===== src/rtl/dp_operand_loader.sv =====
// Collects PIXEL_N pixel/weight beats onto packed buses, launches the
// dot-product engine and captures its result after a fixed drain time.
module dp_operand_loader #(
    parameter int PIXEL_N      = 10,
    parameter int PIXEL_SIZE   = 10,
    parameter int WEIGHT_SIZE  = 19,
    parameter int VAL_SIZE     = 26,
    parameter int DRAIN_CYCLES = 16
) (
    input  logic                           clk,
    input  logic                           GlobalReset,
    input  logic                           flush,
    input  logic                           in_valid,
    output logic                           in_ready,
    input  logic [PIXEL_SIZE-1:0]          in_pixel,
    input  logic [WEIGHT_SIZE-1:0]         in_weight,
    output logic [PIXEL_N*PIXEL_SIZE-1:0]  Pixels,
    output logic [PIXEL_N*WEIGHT_SIZE-1:0] Weights,
    output logic                           dp_start,
    output logic                           vec_valid,
    input  logic [VAL_SIZE-1:0]            value,
    output logic                           result_valid,
    input  logic                           result_ready,
    output logic [VAL_SIZE-1:0]            result_data
);
    localparam int IW = (PIXEL_N > 1) ? $clog2(PIXEL_N) : 1;
    localparam int CW = $clog2(DRAIN_CYCLES + 1);
    localparam logic [IW-1:0] LAST_IDX = IW'(PIXEL_N - 1);
    localparam logic [CW-1:0] LAST_CNT = CW'(DRAIN_CYCLES - 1);

    typedef enum logic [1:0] {FILL, HOLD, OUT} state_t;

    state_t        state;
    logic [IW-1:0] idx;
    logic [CW-1:0] cnt;

    always_ff @(posedge clk or negedge GlobalReset) begin
        if (!GlobalReset) begin
            state        <= FILL;
            idx          <= '0;
            cnt          <= '0;
            Pixels       <= '0;
            Weights      <= '0;
            result_data  <= '0;
            dp_start     <= 1'b0;
            vec_valid    <= 1'b0;
            result_valid <= 1'b0;
            in_ready     <= 1'b1;
        end else if (flush) begin
            state        <= FILL;
            idx          <= '0;
            cnt          <= '0;
            Pixels       <= '0;
            Weights      <= '0;
            result_data  <= '0;
            dp_start     <= 1'b0;
            vec_valid    <= 1'b0;
            result_valid <= 1'b0;
            in_ready     <= 1'b1;
        end else begin
            dp_start <= 1'b0;
            unique case (state)
                FILL: begin
                    if (in_valid) begin
                        Pixels[idx*PIXEL_SIZE +: PIXEL_SIZE]    <= in_pixel;
                        Weights[idx*WEIGHT_SIZE +: WEIGHT_SIZE] <= in_weight;
                        if (idx == LAST_IDX) begin
                            idx       <= '0;
                            cnt       <= '0;
                            state     <= HOLD;
                            in_ready  <= 1'b0;
                            vec_valid <= 1'b1;
                            dp_start  <= 1'b1;
                        end else begin
                            idx <= idx + 1'b1;
                        end
                    end
                end
                HOLD: begin
                    // value is only trusted on the final drain edge
                    if (cnt == LAST_CNT) begin
                        cnt          <= '0;
                        result_data  <= value;
                        state        <= OUT;
                        vec_valid    <= 1'b0;
                        result_valid <= 1'b1;
                    end else begin
                        cnt <= cnt + 1'b1;
                    end
                end
                OUT: begin
                    if (result_ready) begin
                        state        <= FILL;
                        result_valid <= 1'b0;
                        in_ready     <= 1'b1;
                    end
                end
                default: state <= FILL;
            endcase
        end
    end
endmodule


===== config.mk =====
export PLATFORM = sky130hd
export DESIGN_NAME = dp_operand_loader
export DESIGN_NICKNAME = d
export VERILOG_FILES = /design/src/rtl/dp_operand_loader.sv
export SDC_FILE = /design/constraint.sdc
export NUM_CORES = 1
export LEC_CHECK = 0
export BUFFER_PORTS_ARGS = -buffer_cell sky130_fd_sc_hd__buf_4
export CAP_MARGIN = 20
export CORE_UTILIZATION = 54
export CTS_CLUSTER_DIAMETER = 80
export DETAILED_ROUTE_END_ITERATION = 8
export PLACE_DENSITY_LB_ADDON = 0.25
export SETUP_SLACK_MARGIN = 0.15
export SLEW_MARGIN = 20
export SYNTH_ARGS = -nofsm -noshare
export SYNTH_HDL_FRONTEND = slang
export SYNTH_SLANG_ARGS = --single-unit

===== constraint.sdc =====
create_clock -name clk -period 4.6 [get_ports clk]
set_input_delay 0.23 -clock clk [delete_from_list [all_inputs] [get_ports clk]]
set_output_delay 0.23 -clock clk [all_outputs]
set_load 0.01 [all_outputs]

==> results of run 1 <==
-- power by group through the flow --
stage,combinational [mW],clock (mW),sequential (mW)
after global routing,1.05,2.94,2.94
after CTS,0.967,2.82,2.94
after detailed placement,0.944,0,3.00
final,0.995,2.79,2.95
after global placement,0.943,0,3.00
after floorplan,0.538,0,3.00
-- worst max path at each step --
stage | cells after the start | startpoint | endpoint | slack [ps]
detailed placement | 12 | idx[2]$_DFFE_PN0P_ | Pixels[73]$_DFFE_PN0P_ | 420
floorplan | 13 | idx[1]$_DFFE_PN0P_ | Pixels[72]$_DFFE_PN0P_ | 810
global route | 13 | idx[2]$_DFFE_PN0P_ | Pixels[24]$_DFFE_PN0P_ | 130
finish | 13 | idx[2]$_DFFE_PN0P_ | Pixels[24]$_DFFE_PN0P_ | 380
global placement | 12 | idx[2]$_DFFE_PN0P_ | Pixels[73]$_DFFE_PN0P_ | 500
CTS | 12 | idx[2]$_DFFE_PN0P_ | Pixels[73]$_DFFE_PN0P_ | 390
-- layout by cell type (no fill, tap or decap), types with 7 or more instances in the layout --
cell type      instances
buf_4                418
dfrtp_1              330
nand2_1              215
a22o_1               109
a21oi_1              100
mux2i_1               85
nand3_1               82
nor2_1                79
o21ai_0               44
clkbuf_16             36
o22ai_1               27
dlygate4sd3_1         27
nor3_1                23
a32o_1                21
a211oi_1              16
and3_1                14
inv_1                 12
nor4_1                12
nor2b_1               11
nand4_1               11
ha_1                  11
o31ai_1               10
or2_2                  9
and2_1                 8
o211ai_1               8
mux2_2                 8
clkbuf_1               8
or3_1                  7
a31oi_1                7
o2bb2ai_1              7
clkinv_2               7
-- cell families after synthesis --
| group | count (synthesis) |
|---|---|
| xor+xnor | 6 |
| buf+inv | 135 |
| fa+ha+maj | 12 |
| mux | 93 |
| compound gates | 409 |
| flops | 331 |
| simple gates | 509 |
-- stage by stage --
step	instance area (µm²)	setup slack, ps	utilization [%]	hold WS, ps
final	20000	380.2	71.59	22.59
after global routing	20000	131.1	71.59	17.16
after CTS	19980	391.7	71.53	13.61
after detailed placement	18570	418.6	66.47	376.9
after global placement	18570	503.0	66.47	368.7
after floorplan	15400	811.7	-	-65.59
-- layout make-up --
type	instances	area (µm²)
Sequential cell	331	8284
Clock buffer	49	999.7
Clock inverter	15	142.6
Fill cell	2077	7935
Timing Repair Buffer	449	3475
Inverter	15	56.30
Tap cell	378	473.0
Multi-Input combinational cell	1029	6569
-- registers in the layout, indices dropped and copies added (netlist names) --
| name | flops |
|---|---|
| in_ready | 1 |
| result_valid | 1 |
| cnt | 5 |
| dp_start | 1 |
| state | 2 |
| Pixels | 100 |
| idx | 4 |
| vec_valid | 1 |
| result_data | 26 |
| Weights | 190 |
-- per-layer routing --
layer / share of wire [%] / vias to the layer above / routed length, µm
li1: - / 6202 / -
met1: 40 / 6939 / 20660
met2: 47 / 818 / 24630
met3: 10 / 106 / 5193
met4: 3.1 / 0 / 1612
met5: 0 / - / 0
-- worst reg2reg max path, stage by stage, from the launching register on --
cell,delay [ps]
dfrtp_1,530
ha_1,270
ha_1,240
fa_1,470
xor2_2,150
buf_4,180
nor3_1,70
ha_1,340
nand2b_1,200
o22ai_1,500
nor2_4,180
nor4_1,590
mux2i_1,280
nor2_1,60
-- what timing repair did --
item	CTS	global route
endpoints found under the hold margin	141	0
hold buffers	27	0
gates resized for setup	0	1
endpoints found under the setup margin	0	6
==> flow_summary.json, run 1 <==
{
  "status": "finished, final reports clean",
  "ys_seq_area_share_pct": 53.81,
  "ys_types": 87,
  "yosysTopAreaCellShare_pct": 53.64,
  "dieArea_mm2": 0.02919,
  "diodes": 0,
  "clk_pin_slew_ps": 60,
  "min_path_cells": 3,
  "end_kind": "register",
  "place_inst": 2174,
  "antenna_found_initial": 0,
  "p_leak_nw": 9.875,
  "syn_area_per_cell_um2": 10.30,
  "peakVddDrop_mv": 0.2375,
  "hold_path_class": "in2reg",
  "ant_nets": 0,
  "yosysMostFrequentCell": "dfrtp_1",
  "ios": 380,
  "drv_slew": 0,
  "setup-violations-final": 0,
  "gr-usage-met1_pct": 47.28,
  "synthTopCellsByArea": "dfrtp_1 54%, a22o_1 6.2%, mux2i_1 5.5%",
  "coreArea_mm2": 0.02793,
  "cp.arrival_ps": 4600,
  "globalRouteMet3Util_pct": 7.495,
  "drc": 0,
  "hp-start": "result_ready",
  "cpPeakStageDelay_ps": 590,
  "grt_setup_unrepaired": "false",
  "power_frac_clock_pct": 41.5,
  "timing.final.crit_share_pct": 91.74,
  "nets": 1934,
  "rrSetupSlack_ps": 380,
  "crit_fanout": 14,
  "final_layout_size_suffix_gt1_share_pct": 28.18,
  "die_x_um": 170.9,
  "async_reset_ff_share_pct": 100.0,
  "drt_iter0_markers": 1613,
  "synth_edf_count": 0,
  "io_buffers": 379,
  "vias": 14070,
  "tns_ps": 0,
  "worstHoldEndpoint": "state[1]$_DFFE_PN0P_",
  "wl_mm": 52.10,
  "synth_cells": 1495,
  "grt_max_degree": 119,
  "cpMaxStageDelayCell": "nor4_1",
  "dp_hpwl_mm": 36.55,
  "grt-busiest-layer": "met2",
  "numCtsBuffers": 36,
  "wire_per_inst_um": 22.99,
  "max_cap_viol_count": 0,
  "p_comb_share_pct": 14.8,
  "r2r_cells": 13,
  "globalplace.congestion": 0.9690,
  "fin_total_pwr_mw": 6.734,
  "track_usage_pct": 34.95,
  "worstSetupStartpointType": "register",
  "max_slew_margin_pct": 27.40,
  "skew_ps": 14.43,
  "cp.required_ps": 4980,
  "syn-num-nets": 1567,
  "p_switching_mw": 1.916,
  "h-tree-depth": 2,
  "grt_pass1_wl_mm": 78.21,
  "p_int_mw": 4.817,
  "synth-simple-area-share_pct": 15.59,
  "seqPwrFrac_pct": 43.7,
  "cts_tree": "built",
  "netlist_area_mm2": 0.01540,
  "synth_largest_area_cell": "dfrtp_1",
  "reg2reg_from": "idx[2]$_DFFE_PN0P_",
  "use_met2_pct": 55.49,
  "num_rows": 61,
  "synthFlopType": "dfrtp_1",
  "cts_setup_buffers": 0,
  "worstSetupPathType": "reg2reg",
  "hold_violations": 0,
  "start_util_pct": 55.12,
  "cts-root-buf": "clkbuf_16",
  "instances_no_fill": 2266,
  "pwr_density_cell_mw_per_mm2": 336.7,
  "tightest_slew_ps": 1085,
  "clock.fmax_ghz": 0.2370,
  "synth_top_family_by_area": "compound AO/OA/AOI/OAI gates",
  "swShare_pct": 28.46,
  "synth_commonest_cells": "330 x dfrtp_1, 216 x nand2_1, 109 x a22o_1",
  "min_period_ps": 4220,
  "synth-seq-cells": 331,
  "clk_latency_ps": 530,
  "viasPerCell": 6.207,
  "clock_sinks": 331,
  "cpMostUsedCell": "ha_1",
  "drtPass1Iterations": 7,
  "rr_endpoint": "Pixels[24]$_DFFE_PN0P_",
  "overflow": 0,
  "crit_buf_inv": 1,
  "grt_pass1_vias": 13420,
  "synth-adder-area-share_pct": 1.024,
  "clockBufferDepth": 3,
  "ys_warn_count": 0,
  "area_growth_pct": 29.90,
  "dieHeight_um": 170.9,
  "path_cells": "ha_1 -> ha_1 -> fa_1 -> xor2_2 -> buf_4 -> nor3_1 -> ha_1 -> nand2b_1 -> o22ai_1 -> nor2_4 -> nor4_1 -> mux2i_1 -> nor2_1",
  "synth_compound_gate_area_share_pct": 19.31,
  "synth_xor_area_share_pct": 0.4388,
  "crit_family": "adder cells",
  "muxShareOfSynthArea_pct": 6.111
}
Note: power is estimated with default switching activity, not from simulation.
==> run 2, diff against run 1 <==
Settings changed: GPL_TIMING_DRIVEN set to 0.
==> run 2 against run 1 <==
  * Die area did not move
  * First-iteration DRC count fell by 14%
  * Critical path type unchanged
  * Combinational power rose by 4%
  * Largest cell class unchanged
  * Critical path depth fell by 1
==> flow_summary.json, run 2 (same netlist as run 1, synthesis figures left out) <==
{
  "grt_pass1_wl_mm": 84.08,
  "vias": 14760,
  "drt_iter0_markers": 1380,
  "reg2reg_from": "idx[1]$_DFFE_PN0P_",
  "viasPerCell": 6.349,
  "cpMostUsedCell": "ha_1",
  "dieArea_mm2": 0.02919,
  "cts_tree": "built",
  "crit_fanout": 10,
  "cp.arrival_ps": 4730,
  "rr_endpoint": "Pixels[52]$_DFFE_PN0P_",
  "fillers": 2069,
  "place_inst": 2235,
  "area_growth_pct": 31.33,
  "skew_ps": 9.790,
  "instances_no_fill": 2324,
  "grt_setup_unrepaired": "true",
  "clock.fmax_ghz": 0.2324,
  "final_layout_size_suffix_gt1_share_pct": 27.34,
  "drv_slew": 0,
  "cts-root-buf": "clkbuf_16",
  "rrSetupSlack_ps": 300,
  "final_cell_mix": "364 x buf_4, 330 x dfrtp_1, 216 x nand2_1",
  "num_rows": 61,
  "setup-violations-final": 0,
  "max_cap_viol_count": 0,
  "cpPeakStageDelay_ps": 610,
  "pwr_density_cell_mw_per_mm2": 336.9,
  "regMostFlops": "Weights",
  "status": "finished, final reports clean",
  "ios": 380,
  "overflow": 0,
  "clk_pin_slew_ps": 60,
  "track_usage_pct": 38.06,
  "clock_sinks": 331,
  "die_x_um": 170.9,
  "antenna_found_initial": 0,
  "worstHoldEndpoint": "state[1]$_DFFE_PN0P_",
  "dp_hpwl_mm": 41.23,
  "end_kind": "register",
  "timing.final.crit_share_pct": 93.54,
  "numCtsBuffers": 35,
  "dieHeight_um": 170.9,
  "path_cells": "ha_1 -> ha_1 -> fa_1 -> buf_2 -> or3_1 -> nor3_1 -> ha_1 -> o211a_1 -> o211ai_1 -> a211oi_1 -> nor2_1 -> a211oi_1",
  "globalplace.congestion": 1.014,
  "h-tree-depth": 2,
  "grt_pass1_vias": 14270,
  "hold_violations": 0,
  "setup_ws_ps": 297.2,
  "worstSetupPathType": "reg2reg",
  "drc": 0,
  "largest_reg_flops": 190,
  "ant_nets": 0,
  "hold_path_class": "in2reg",
  "tightest_slew_ps": 1104,
  "io_buffers": 359,
  "clockBufferDepth": 3,
  "max_slew_margin_pct": 26.07,
  "r2r_cells": 12,
  "preCtsSetupSlack_ps": -132.9,
  "diodes": 0,
  "grt_max_degree": 101,
  "place_area_mm2": 0.01866,
  "min_path_cells": 3,
  "start_util_pct": 55.12,
  "coreArea_mm2": 0.02793,
  "cp.required_ps": 5020,
  "drtPass1Iterations": 7,
  "biggestRegsByFlops": "Weights x190, Pixels x100, result_data x26",
  "fin_total_pwr_mw": 6.811,
  "clk_latency_ps": 530,
  "p_leak_nw": 9.928,
  "wire_per_inst_um": 24.18,
  "wl_mm": 56.21,
  "peakVddDrop_mv": 0.2727,
  "final_cell_area_mm2": 0.02022,
  "min_period_ps": 4303,
  "tns_ps": 0,
  "worstSetupStartpointType": "register",
  "hp-start": "result_ready",
  "cpMaxStageDelayCell": "a211oi_1",
  "final_common_cell": "buf_4",
  "nets": 1994
}
==> run 2: per-layer routing <==
layer	vias to the layer above	share of wire, %	GRT usage, %
li1	6324	-	-
met3	194	9.9	8.628
met5	-	0	0
met2	910	46	60.83
met4	0	5.0	18.48
met1	7328	39	49.06
==> run 2: worst max-delay path: cells and delay by family, from the launching register on <==
family	cells	cell delay, ps
adder cells (fa/ha/maj)	4	1270
AO/OA/AOI/OAI	4	1520
buffers and inverters	1	210
AND/OR/NAND/NOR	3	760
flip-flops	1	440
==> run 2: worst max path at each step <==
| stage | start | end | slack (ps) | cells past startpoint |
|---|---|---|---|---|
| 6_report | idx[1]$_DFFE_PN0P_ | Pixels[52]$_DFFE_PN0P_ | 300 | 12 |
| 5_1_grt | idx[1]$_DFFE_PN0P_ | Pixels[58]$_DFFE_PN0P_ | 120 | 13 |
| 4_1_cts | idx[0]$_DFFE_PN0P_ | Pixels[45]$_DFFE_PN0P_ | 160 | 12 |
| 3_5_place_dp | idx[1]$_DFFE_PN0P_ | Pixels[81]$_DFFE_PN0P_ | -130 | 12 |
| 3_3_place_gp | idx[1]$_DFFE_PN0P_ | Pixels[81]$_DFFE_PN0P_ | -80 | 12 |
| 2_1_floorplan | idx[1]$_DFFE_PN0P_ | Pixels[72]$_DFFE_PN0P_ | 810 | 13 |
==> run 2: cell type report <==
type	instances	area (µm²)	area share, %
flip-flops and latches	331	8284	40.97
multi-input cells	1029	6659	32.93
repair buffers	390	3063	15.15
clock buffers	50	1044	5.161
plain buffers	120	533.0	2.636
well taps	378	473.0	2.339
clock inverters	11	103.9	0.5136
inverters	15	60.06	0.2970
==> run 2: what timing repair did <==
action                                  in CTS  in global routing
resized for setup                            6                 32
pin swaps                                    0                  2
buffers inserted                             0                  1
hold buffers                                27                  0
endpoints found under the setup margin      36                129
gates cloned                                 0                  0
hold endpoints to repair                    82                  0
==> run 2: through the flow <==
step                      hold slack (ps)  utilization [%]
after global routing                47.88            72.38
final                               50.97            72.38
after floorplan                    -65.59                -
after global placement              446.5            66.46
after CTS                           41.30            71.97
after detailed placement            184.2            66.80
==> run 2: where the power goes <==
group	internal, mW	switching [mW]
Combinational	0.285	0.749
Sequential	2.93	0.0152
Clock	1.64	1.19
Total	4.86	1.95
